[src/rtl/controlador_entrada.sv]
`timescale 1ns/1ps
// controlador_entrada
// Producer side of the CPU WAIT/READY input handshake. Synchronises and
// debounces the raw confirm button, latches the switches on a clean press,
// and holds READY plus the latched word until the CPU drops WAIT. A button
// must be released and debounced before it can answer another request.

module controlador_entrada #(
  parameter int DEB_CICLOS = 500000,
  parameter int CNT_LARG   = 20
) (
  input  logic        clk_rapido,
  input  logic        reset,
  input  logic        confirma,
  input  logic [15:0] switches,
  input  logic        WAIT,
  output logic        READY,
  output logic [31:0] dado_entrada,
  output logic [7:0]  n_leituras,
  output logic [2:0]  estado
);

  typedef enum logic [2:0] {
    OCIOSO         = 3'd0,
    AGUARDA_PRESS  = 3'd1,
    DEBOUNCE       = 3'd2,
    ENTREGA        = 3'd3,
    AGUARDA_SOLTAR = 3'd4
  } estado_t;

  // Terminal count of the debounce counter: the input has been stable for
  // DEB_CICLOS consecutive samples when the counter holds this value.
  localparam logic [CNT_LARG-1:0] CNT_FIM = CNT_LARG'(DEB_CICLOS - 1);
  localparam logic [CNT_LARG-1:0] CNT_UM  = CNT_LARG'(1);

  estado_t             estado_atual;
  estado_t             estado_prox;
  logic [CNT_LARG-1:0] contador;
  logic [CNT_LARG-1:0] contador_prox;
  logic                conf_meta;
  logic                conf_s;
  logic                captura;
  logic                conclui;

  // Two-flop synchroniser bringing the asynchronous button into clk_rapido
  always_ff @(posedge clk_rapido or negedge reset) begin
    if (!reset) begin
      conf_meta <= 1'b0;
      conf_s    <= 1'b0;
    end else begin
      conf_meta <= confirma;
      conf_s    <= conf_meta;
    end
  end

  // State register
  always_ff @(posedge clk_rapido or negedge reset) begin
    if (!reset) begin
      estado_atual <= OCIOSO;
    end else begin
      estado_atual <= estado_prox;
    end
  end

  // Shared debounce counter, used for both press and release qualification
  always_ff @(posedge clk_rapido or negedge reset) begin
    if (!reset) begin
      contador <= '0;
    end else begin
      contador <= contador_prox;
    end
  end

  // Next-state logic; also decides when the switches are captured and when
  // a handshake completes
  always_comb begin
    estado_prox   = estado_atual;
    contador_prox = contador;
    captura       = 1'b0;
    conclui       = 1'b0;
    case (estado_atual)
      OCIOSO: begin
        contador_prox = '0;
        if (WAIT) begin
          // A press already in progress when the request arrives must be
          // released first; it never satisfies this request.
          if (conf_s) begin
            estado_prox = AGUARDA_SOLTAR;
          end else begin
            estado_prox = AGUARDA_PRESS;
          end
        end
      end
      AGUARDA_PRESS: begin
        contador_prox = '0;
        if (!WAIT) begin
          estado_prox = OCIOSO;
        end else if (conf_s) begin
          estado_prox = DEBOUNCE;
        end
      end
      DEBOUNCE: begin
        if (!conf_s) begin
          estado_prox   = AGUARDA_PRESS;
          contador_prox = '0;
        end else if (!WAIT) begin
          estado_prox   = OCIOSO;
          contador_prox = '0;
        end else if (contador == CNT_FIM) begin
          estado_prox   = ENTREGA;
          contador_prox = '0;
          captura       = 1'b1;
        end else begin
          contador_prox = contador + CNT_UM;
        end
      end
      ENTREGA: begin
        contador_prox = '0;
        if (!WAIT) begin
          estado_prox = AGUARDA_SOLTAR;
          conclui     = 1'b1;
        end
      end
      AGUARDA_SOLTAR: begin
        // Any bounce back to pressed restarts the release qualification.
        if (conf_s) begin
          contador_prox = '0;
        end else if (contador == CNT_FIM) begin
          estado_prox   = OCIOSO;
          contador_prox = '0;
        end else begin
          contador_prox = contador + CNT_UM;
        end
      end
      default: begin
        estado_prox   = OCIOSO;
        contador_prox = '0;
      end
    endcase
  end

  // READY is registered from the next state so it is glitch-free and drops
  // on the same edge the handshake completes
  always_ff @(posedge clk_rapido or negedge reset) begin
    if (!reset) begin
      READY <= 1'b0;
    end else begin
      READY <= (estado_prox == ENTREGA);
    end
  end

  // Switch word captured only on the accept edge, held until the next accept
  always_ff @(posedge clk_rapido or negedge reset) begin
    if (!reset) begin
      dado_entrada <= '0;
    end else if (captura) begin
      dado_entrada <= {16'h0000, switches};
    end
  end

  // Completed-handshake counter, wraps naturally at 8 bits
  always_ff @(posedge clk_rapido or negedge reset) begin
    if (!reset) begin
      n_leituras <= '0;
    end else if (conclui) begin
      n_leituras <= n_leituras + 8'd1;
    end
  end

  assign estado = estado_atual;

endmodule

[config.mk]
export PLATFORM = sky130hd
export DESIGN_NAME = controlador_entrada
export DESIGN_NICKNAME = d
export VERILOG_FILES = /design/src/rtl/controlador_entrada.sv
export SDC_FILE = /design/constraint.sdc
export NUM_CORES = 1
export LEC_CHECK = 0
export ABC_AREA = 1
export CORE_ASPECT_RATIO = 1.25
export CORE_UTILIZATION = 35
export CTS_CLUSTER_SIZE = 12
export DETAILED_ROUTE_END_ITERATION = 10
export DONT_BUFFER_PORTS = 1
export GPL_ROUTABILITY_DRIVEN = 0
export GPL_TIMING_DRIVEN = 0
export PLACE_DENSITY_LB_ADDON = 0.15
export RECOVER_POWER = 25
export SYNTH_ARGS = -nofsm -noshare
export SYNTH_HDL_FRONTEND = slang
export SYNTH_SLANG_ARGS = --single-unit
[constraint.sdc]
create_clock -name clk_rapido -period 1.7 [get_ports clk_rapido]
set_input_delay 0.17 -clock clk_rapido [delete_from_list [all_inputs] [get_ports clk_rapido]]
set_output_delay 0.17 -clock clk_rapido [all_outputs]
set_load 0.005 [all_outputs]
* Yosys cells after proc, flatten, opt, wreduce, memory -nomap -nowiden
Cells that the tools add are included.
** Word-level totals
- Logic and storage cells :: 38
- Output and inout bits :: 44
- Bits of input ports :: 20
- Register bits after elaboration :: 50
** Cells by class
- Muxes and demuxes :: 22
- Add/subtract/negate cells :: 2
- Eq/ne operators :: 6
- Reduce and logical (&&, ||, !) cells :: 1
** Operator list (number)
- 20-bit 2-to-1 mux :: 4
- 20-bit case mux with 2 select lines :: 1
- 3-bit 2-to-1 mux :: 10
- 20-bit by 1-bit adder with 20-bit output, second input constant :: 1
- 20-bit by 19-bit equality test with 1-bit output, second input constant :: 1
- 3-bit case mux with 5 select lines :: 1
- 3-bit by 2-bit equality test with 1-bit output, second input constant :: 3
- 8-bit by 1-bit adder with 8-bit output, second input constant :: 1
- 1-bit 2-to-1 mux :: 6
- 3-bit by 1-bit equality test with 1-bit output, second input constant :: 1
- 3-bit equality test, second input constant :: 1
- 3-bit logical NOT :: 1

* Logic depth before layout (Yosys ltp)
Gate-level depths: netlist of the first run.
- Depth in word-level cells :: 6
- Gate-level depth with buffers :: 11

* Least setup slack after synthesis of the first run
OpenSTA, ideal clock, no wires.
- Path type :: reg2reg
- From :: register contador[0]
- To :: register dado_entrada[0]
- Arrival time :: 1.421 ns
- Period minus slack after synthesis :: 1.537 ns
- Cell stages (with the launch flop) :: 12
- Path slack :: 0.163 ns
- Required time :: 1.584 ns
- Path buffers :: 2
- Setup time :: 0.116 ns
- Cell sequence :: dfrtp_1 ha_1 nand2_2 nor2_4 nand3_2 nor2_2 and2_4 buf_8 nand2_4 buf_6 nand2_1 nand2_1
** On the way
- Word-level cells in the longest chain between the ends :: 5
** RTL lines
- from (decl) :: RTL line 38 : logic [CNT_LARG-1:0] contador;
- from (signal assigned) :: RTL line 70 : contador <= contador_prox;
- 20-bit by 19-bit equality test with 1-bit output :: RTL line 109 : end else if (contador == CNT_FIM) begin
- 1-bit 2-to-1 mux :: RTL line 109
- 1-bit 2-to-1 mux :: RTL line 106 : end else if (!WAIT) begin
- 1-bit 2-to-1 mux :: RTL line 103 : if (!conf_s) begin
- 1-bit 2-to-1 mux :: RTL line 81 : case (estado_atual)
- to (signal assigned) :: RTL line 157 : dado_entrada <= {16'h0000, switches};
- to (decl) :: RTL line 18 : output logic [31:0] dado_entrada,
Every way passes these cells.
A chain may end at the register's enable or synchronous reset.

* Worst setup path in the final report of the first run
- From :: register contador[1]
- To :: register dado_entrada[0]
The elaborated chain is that of the path after synthesis.

==> results of run 1 <==
-- critical path, cell delays in order (launching register included) --
cell       delay (ps)
dfrtp_1           370
ha_2              190
nand2_2            70
nor2_4            130
buf_4             140
nand3_2            60
nor2_2            100
and2_4            160
buf_12            140
clkbuf_16         140
nand3_1            60
nand2_1            70
-- per-stage QoR --
| step | setup WS, ps | power [mW] | std cells |
|---|---|---|---|
| finish | 10.22 | 2.488 | 447 |
| global placement | -120.8 | 1.506 | 406 |
| global route | -91.78 | 2.614 | 447 |
| detailed placement | -144.3 | 1.505 | 406 |
| CTS | -6.324 | 2.525 | 437 |
| floorplan | 162.5 | 1.460 | 316 |
-- final cells by class --
class                   instances  area [sq um]  share of cell area
plain buffers                  20         171.4             0.05327
clock buffers                   6         82.58             0.02566
clock inverters                 2         38.79             0.01205
inverters                      33         127.6             0.03966
multi-input cells             213          1110              0.3449
flip-flops and latches         50          1254              0.3896
well taps                      90         112.6             0.03499
repair buffers                 33         321.6             0.09992
-- metal layers --
metal	global-route usage	vias up	wire, um
li1	-	1034	-
met1	0.1745	938	2398
met2	0.2621	37	2684
met3	0.03396	4	203
met4	0.04274	0	55
met5	0	-	0
-- state kept, by name, summed over array words and instances, names as in the netlist --
name,cells
contador,20
READY,1
estado,3
n_leituras,8
conf_s,1
dado_entrada,16
conf_meta,1
-- cell families (layout without fill, tap and decap cells) --
family / count (synthesis) / count (layout)
AO/OA/AOI/OAI: 13 / 13
multiplexers: 1 / 1
AND/OR/NAND/NOR: 169 / 170
XOR/XNOR: 11 / 11
adder cells (fa/ha/maj): 2 / 2
other: 1 / 16
buffers and inverters: 54 / 94
flip-flops: 50 / 50
-- cells in the final DEF, fill, tap and decap left out, types with 3 or more instances in the layout --
cell           netlist  final
a21oi_1              7      7
buf_4               18     28
clkbuf_8             0      6
conb_1               1     16
dfrtp_1             50     48
dlygate4sd3_1        0     17
inv_1               30     30
nand2_1             70     68
nand2_2              3      3
nand3_1             36     35
nand4_1              6      6
nor2_1              36     34
nor2_2               2      3
nor2_4               2      3
nor3_1               4      3
nor3b_1              4      4
xnor2_1              3      3
xor2_1               8      8
-- power by group --
group	switching [mW]	internal, mW
sequential	0.0460	1.23
combinational	0.175	0.144
clock	0.410	0.484
-- path summary, 6_finish.rpt --
| kind | from | end | slack (ps) | depth (start not counted) |
|---|---|---|---|---|
| setup / recovery | contador[1]$_DFF_PN0_ | dado_entrada[0]$_DFFE_PN0P_ | 10 | 11 |
| hold / removal | switches[12] | dado_entrada[12]$_DFFE_PN0P_ | 20 | 2 |
| setup reg to reg | contador[1]$_DFF_PN0_ | dado_entrada[0]$_DFFE_PN0P_ | 10 | 11 |
| hold reg to reg | conf_meta$_DFF_PN0_ | conf_s$_DFF_PN0_ | 350 | 0 |
| max in group asynchronous | reset | estado[0]$_DFF_PN0_ | 310 | 2 |
| min in group asynchronous | reset | contador[10]$_DFF_PN0_ | 630 | 2 |
-- repair_timing --
item	in CTS	in global routing
endpoints found under the hold margin	66	0
setup buffers	6	8
endpoints found under the setup margin	23	38
hold buffers	18	0
pin swaps	4	11
gates resized for setup	3	17
cloned	0	2
==> summary.txt, run 1 <==
Final layout
  • Finished Cell Area: 3218 sq um
  • Filler Cells Inserted: between 700 and 800
  • Final core area utilization: 0.4613
  • Diode count: 0
  • Layout cell share with drive strength beyond 1: 0.1961
  • Synthesis-to-finish area growth: 27.26%
  • # nets final: 378

Placed design
  • PortBufs: 0
  • Hpwl dp: 3.646 mm
  • Dpl cell area: between 2000 and 3000 sq um

Worst setup path
  • Crit Path Max Fanout: 7
  • Critical path endpoint category: flip-flop
  • CP arrival: 1940 ps
  • Crit Path Category: reg2reg
  • Worst EP required: ~2000 ps
  • CP Launch Type: flip-flop

Detailed routing
  • Final WL: 5.342 mm
  • DRT antenna net count: 0
  • Routed wire per std cell: 11.95 um
  • Via/cell ratio: 4.503
  • DRT iter0 DRCs: a little over 70
  • Drt first pass iters: 4
  • Via count: between 2000 and 2500
  • Residual DRC count: 0

Global routing
  • Final global-route overflow total: 0
  • Global-route wire length before repair: 8.901 mm
  • Vias in the first global route: 1981
  • Gr usage total: 0.1472
  • Initial antenna violation count: 0
  • Largest net degree at the start of global routing: 51

STA
  • Pins Over Slew Limit: 0
  • Setup violators final: 0
  • Slew HR: 0.2535
  • Setup TNS: 0 ps
  • Hold Fails Final Rpt: 0
  • Least-Margin Pin Slew: around 1100 ps
  • Clock period minus worst slack: ~1700 ps
  • Clock skew: 11.42 ps
  • F_max: 0.5918 GHz
  • Hold slack final: 15.69 ps
  • Period utilization: 0.9940
  • RSZ-0062 raised after global routing: true

Synthesis
  • Compound-Gate Fraction of Synth Area: 0.02721
  • Post-synthesis register bit count: 50
  • Most numerous cell in the Yosys netlist: nand2_1
  • Post-synth top flop: dfrtp_1
  • Avg Cell Area, Syn: 8.401 sq um
  • Largest family of logic cells by synthesized area: simple AND/OR/NAND/NOR gates
  • Post-synth EDFFs: 0
  • Seq/Total Area, Yosys: 0.4948
  • Top cell type's share of synthesized area: 0.4948
  • Synth top area cells: dfrtp_1, nand2_1, nand3_1, buf_4, nor2_1
  • Commonest cells in the netlist: nand2_1, dfrtp_1, nand3_1, nor2_1, inv_1
  • Synth Cell Area: 2529 sq um
  • Cell taking the most area after synthesis: dfrtp_1
  • Mapped Cells: 301
  • Xor and xnor area share after synthesis: 0.03810
  • Post-synthesis simple-gate area fraction: 0.3093
  • Post-synthesis adder-cell area fraction: 0.009896
  • Yosys Warn Count: 0
  • Post-synthesis cell type count: 33
  • Proportion of synthesized area in mux cells: 0.004453
  • Share of flip-flops with an asynchronous set or reset: 1.000

Clock network
  • CTS tree: yes
  • CTS buffer count: 5
  • Latest clock arrival within the worst-skew pair: 310 ps
  • Reg clk slew, reported paths: 100 ps
  • Root buf cell: clkbuf_8
  • Clock sink count: 50
  • Longest Clk Path Bufs: 2
  • H-tree lvl count: 2

Power
  • Power Dens Cells: 773.1 nW/um^2
  • Leakage power: 1.571 nW
  • Peak VDD IR: 0.4665 mV

Run
  • MaxCap Viol Count: 0

Die
  • Core area: 6977 sq um
  • Die W: 78.03 um
  • Initial Util: 0.3624
  • Die footprint: around 7600 sq um
  • Rows: 34
  • Die Y: between 90 and 100 um
  • Io pins: 64

Hold path
  • Worst hold-check path type: in2reg

Run status
  • Status: finished, final reports clean
Power figures use the tool's default switching activity.
==> inputs of run 2 (changes only) <==
Settings changed: ABC_AREA 1 to unset.
==> summary.txt, run 2 <==
Worst setup path
  • Critical R2R Launch: contador[8]$_DFF_PN0_
  • Critical path endpoint category: flip-flop
  • CP Launch Type: flip-flop
  • Setup crit start: contador[8]$_DFF_PN0_
  • Crit Path Max Fanout: 5 (-2)
  • Crit path to: dado_entrada[8]$_DFFE_PN0P_
  • Crit Path Category: reg2reg
  • FF-to-FF End: dado_entrada[8]$_DFFE_PN0P_
  • Worst EP required: 1890 ps (-60 ps)
  • Worst R2R Setup Slack: -170 ps (-180 ps)
  • CP arrival: 2060 ps (+120 ps)
  • R2R cell count: 6 (-5)

Detailed routing
  • Drt first pass iters: 4 (unchanged)
  • Routed wire per std cell: 13.82 um (+16%)
  • DRT iter0 DRCs: 38 (-47%)
  • Via/cell ratio: 4.803 (+6.6%)
  • Residual DRC count: 0 (unchanged)
  • Final WL: 4.906 mm (-8.2%)
  • Via count: 1705 (-15%)
  • DRT antenna net count: 0 (unchanged)

STA
  • RSZ-0062 raised after global routing: true
  • Setup TNS: -3793 ps (-3793 ps)
  • Clock skew: 3.491 ps (-7.927 ps)
  • Worst setup margin: -167.9 ps (-178.1 ps)
  • Setup violators final: 36 (+36)
  • Slew HR: 0.1836 (-0.06989)
  • Hold Fails Final Rpt: 0 (unchanged)
  • Least-Margin Pin Slew: 1225 ps (+104.8 ps)
  • Period utilization: 1.099 (+0.1048)
  • F_max: 0.5354 GHz (-9.5%)
  • Pins Over Slew Limit: 0 (unchanged)
  • Clock period minus worst slack: 1868 ps (+178.1 ps)

Die
  • Die Y: 94.02 um (-3.1%)
  • Initial Util: 0.3612 (-0.001287)
  • Io pins: 64 (unchanged)
  • Die W: 75.62 um (-3.1%)
  • Core area: 6565 sq um (-5.9%)
  • Rows: 33 (-2.9%)
  • Die footprint: 7109 sq um (-6.1%)

Global routing
  • Vias in the first global route: 1571 (-21%)
  • Initial antenna violation count: 0 (unchanged)
  • Final global-route overflow total: 0 (unchanged)
  • Gr usage total: 0.1336 (-0.01363)
  • Largest net degree at the start of global routing: 51 (unchanged)
  • Global-route wire length before repair: 7.182 mm (-19%)

Placed design
  • PortBufs: 0 (unchanged)
  • Hpwl dp: 2.914 mm (-20%)
  • Dpl cell area: 2549 sq um (-5.5%)

Final layout
  • Multi-input gate area: 1130 sq um (+1.8%)
  • Diode count: 0 (unchanged)
  • Biggest regs: contador x20, dado_entrada x16, n_leituras x8
  • Max reg flops: 20 (unchanged)
  • Seq. cell area: 1256 sq um (+0.20%)
  • # nets final: 289 (-24%)
  • Most common cell after layout, fill and taps aside: dfrtp_1
  • Finished Cell Area: 3122 sq um (-3.0%)
  • Synthesis-to-finish area growth: 31.66%
  • Filler Cells Inserted: 603 (-15%)
  • Layout cell share with drive strength beyond 1: 0.3433 (+0.1472)
  • Reg with most FFs: contador
  • Final core area utilization: 0.4755 (+0.01425)
  • Most frequent cells in the layout: dfrtp_1, buf_4, nor2_1, conb_1, dlygate4sd3_1

Synthesis
  • Post-synth top flop: dfrtp_1
  • Mapped Cells: 207 (-31%)
  • Most numerous cell in the Yosys netlist: dfrtp_1
  • Post-synthesis cell type count: 41 (+24%)
  • Seq/Total Area, Yosys: 0.5277 (+0.03290)
  • Top cell type's share of synthesized area: 0.5277 (+0.03290)
  • Post-synthesis register bit count: 50 (unchanged)
  • Yosys Warn Count: 0 (unchanged)
  • Avg Cell Area, Syn: 11.45 sq um (+36%)
  • Post-synth EDFFs: 0 (unchanged)
  • Synth top area cells: dfrtp_1, mux2_2, buf_4, xnor2_1, xor2_1
  • Cell taking the most area after synthesis: dfrtp_1
  • Synth Cell Area: 2371 sq um (-6.2%)
  • Share of flip-flops with an asynchronous set or reset: 1.000 (unchanged)
  • Commonest cells in the netlist: dfrtp_1, mux2_2, buf_4, nor2_1, xnor2_1

Clock network
  • CTS tree: yes
  • CTS buffer count: 5 (unchanged)
  • Latest clock arrival within the worst-skew pair: 300 ps (about the same)
  • Longest Clk Path Bufs: 2 (unchanged)
  • Clock sink count: 50 (unchanged)
  • H-tree lvl count: 2 (unchanged)
  • Reg clk slew, reported paths: 90 ps (about the same)
  • Root buf cell: clkbuf_8

Power
  • Leakage power: 1.426 nW (-9.2%)
  • Peak VDD IR: 0.3804 mV (-18%)
  • P_int: 1.614 mW (-13%)
  • Power Dens Cells: 691.9 nW/um^2 (-11%)
  • Net switching power: 0.5459 mW (-13%)
  • Tot Pwr: 2.160 mW (-13%)
  • Combinational power share: 0.103 (-0.025)
  • Register share of total power: 0.571 (+0.058)
  • Sw frac: 0.2528 (-0.0007060)
  • Clock share of power: 0.327 (-0.032)

Run status
  • Status: finished, violations left
  • Failing checks: setup timing

Hold path
  • Worst hold-check path type: in2reg

Run
  • MaxCap Viol Count: 0 (unchanged)
-- run 2: cell types whose count changed after synthesis, moves of 4 or more --
cell	change
nand2_1	-61
nand3_1	-28
inv_1	-26
nor2_1	-20
mux2_2	+16
xnor2_1	+8
nor3b_1	-4
o21ai_0	+4
or3_1	+4
-- run 2: critical path, stage by stage, from the launching register on --
cell and delay [ps]:
dfrtp_1 460, nor4b_2 220, and4b_2 280, nor4b_4 180
buf_4 170, buf_6 130, mux2_4 300
-- run 2: worst min-delay path by stage --
stage	start	to	slack (ps)	depth (start not counted)
finish	switches[2]	dado_entrada[2]$_DFFE_PN0P_	10	1
floorplan	reset	READY$_DFF_PN0_	-130	0
global placement	reset	n_leituras[5]$_DFFE_PN0P_	-120	0
global route	switches[1]	dado_entrada[1]$_DFFE_PN0P_	2	1
CTS	switches[13]	dado_entrada[13]$_DFFE_PN0P_	1	1
detailed placement	reset	n_leituras[4]$_DFFE_PN0P_	-120	0
-- run 2: repair_timing --
| action | 4_1_cts | 5_1_grt |
|---|---|---|
| setup buffers | 14 | 4 |
| hold buffers | 16 | 1 |
| gates resized for setup | 25 | 26 |
| pin swaps | 6 | 4 |
| cloned | 1 | 2 |
| hold endpoints to repair | 64 | 1 |
| endpoints found under the setup margin | 38 | 39 |
-- run 2: metal layers --
| metal | wire length (um) | track usage | share of wire |
|---|---|---|---|
| met5 | 0 | 0 | 0 |
| met3 | 227 | 0.03004 | 0.046 |
| met4 | 70 | 0.05093 | 0.014 |
| met1 | 2018 | 0.1621 | 0.41 |
| met2 | 2589 | 0.2254 | 0.53 |
-- run 2: cell families (layout without fill, tap and decap cells) --
kind of cell,Yosys count,after routing,synth area share
XOR/XNOR,19,19,0.07018
multiplexers,17,17,0.08074
flip-flops,50,50,0.5277
AO/OA/AOI/OAI,20,20,0.04750
other,1,16,0.001582
AND/OR/NAND/NOR,71,71,0.1868
adder cells (fa/ha/maj),3,3,0.01477
buffers and inverters,26,72,0.07071
-- run 2: layout make-up --
class / count / area share
Timing Repair Buffer: 38 / 0.1094
Clock inverter: 3 / 0.006814
Tap cell: 87 / 0.03487
Inverter: 4 / 0.004810
Sequential cell: 50 / 0.4024
Multi-Input combinational cell: 146 / 0.3619
Buffer: 22 / 0.05772
Clock buffer: 5 / 0.02204
-- run 2: metrics by stage --
step | cells | hold slack [ps] | setup slack (ps)
detailed placement | 309 | -124.6 | -657.8
finish | 355 | 11.65 | -167.9
global route | 355 | 1.956 | -266.7
floorplan | 222 | -125.6 | -384.9
CTS | 348 | 1.469 | -192.8
global placement | 309 | -124.6 | -627.2
-- run 2: power by group through the flow --
stage	logic, mW	clock network (mW)	registers (mW)
2_1_floorplan	0.0932	0	1.25
3_3_place_gp	0.109	0	1.25
3_5_place_dp	0.108	0	1.25
4_1_cts	0.192	0.744	1.23
5_1_grt	0.251	0.774	1.24
6_report	0.222	0.705	1.23
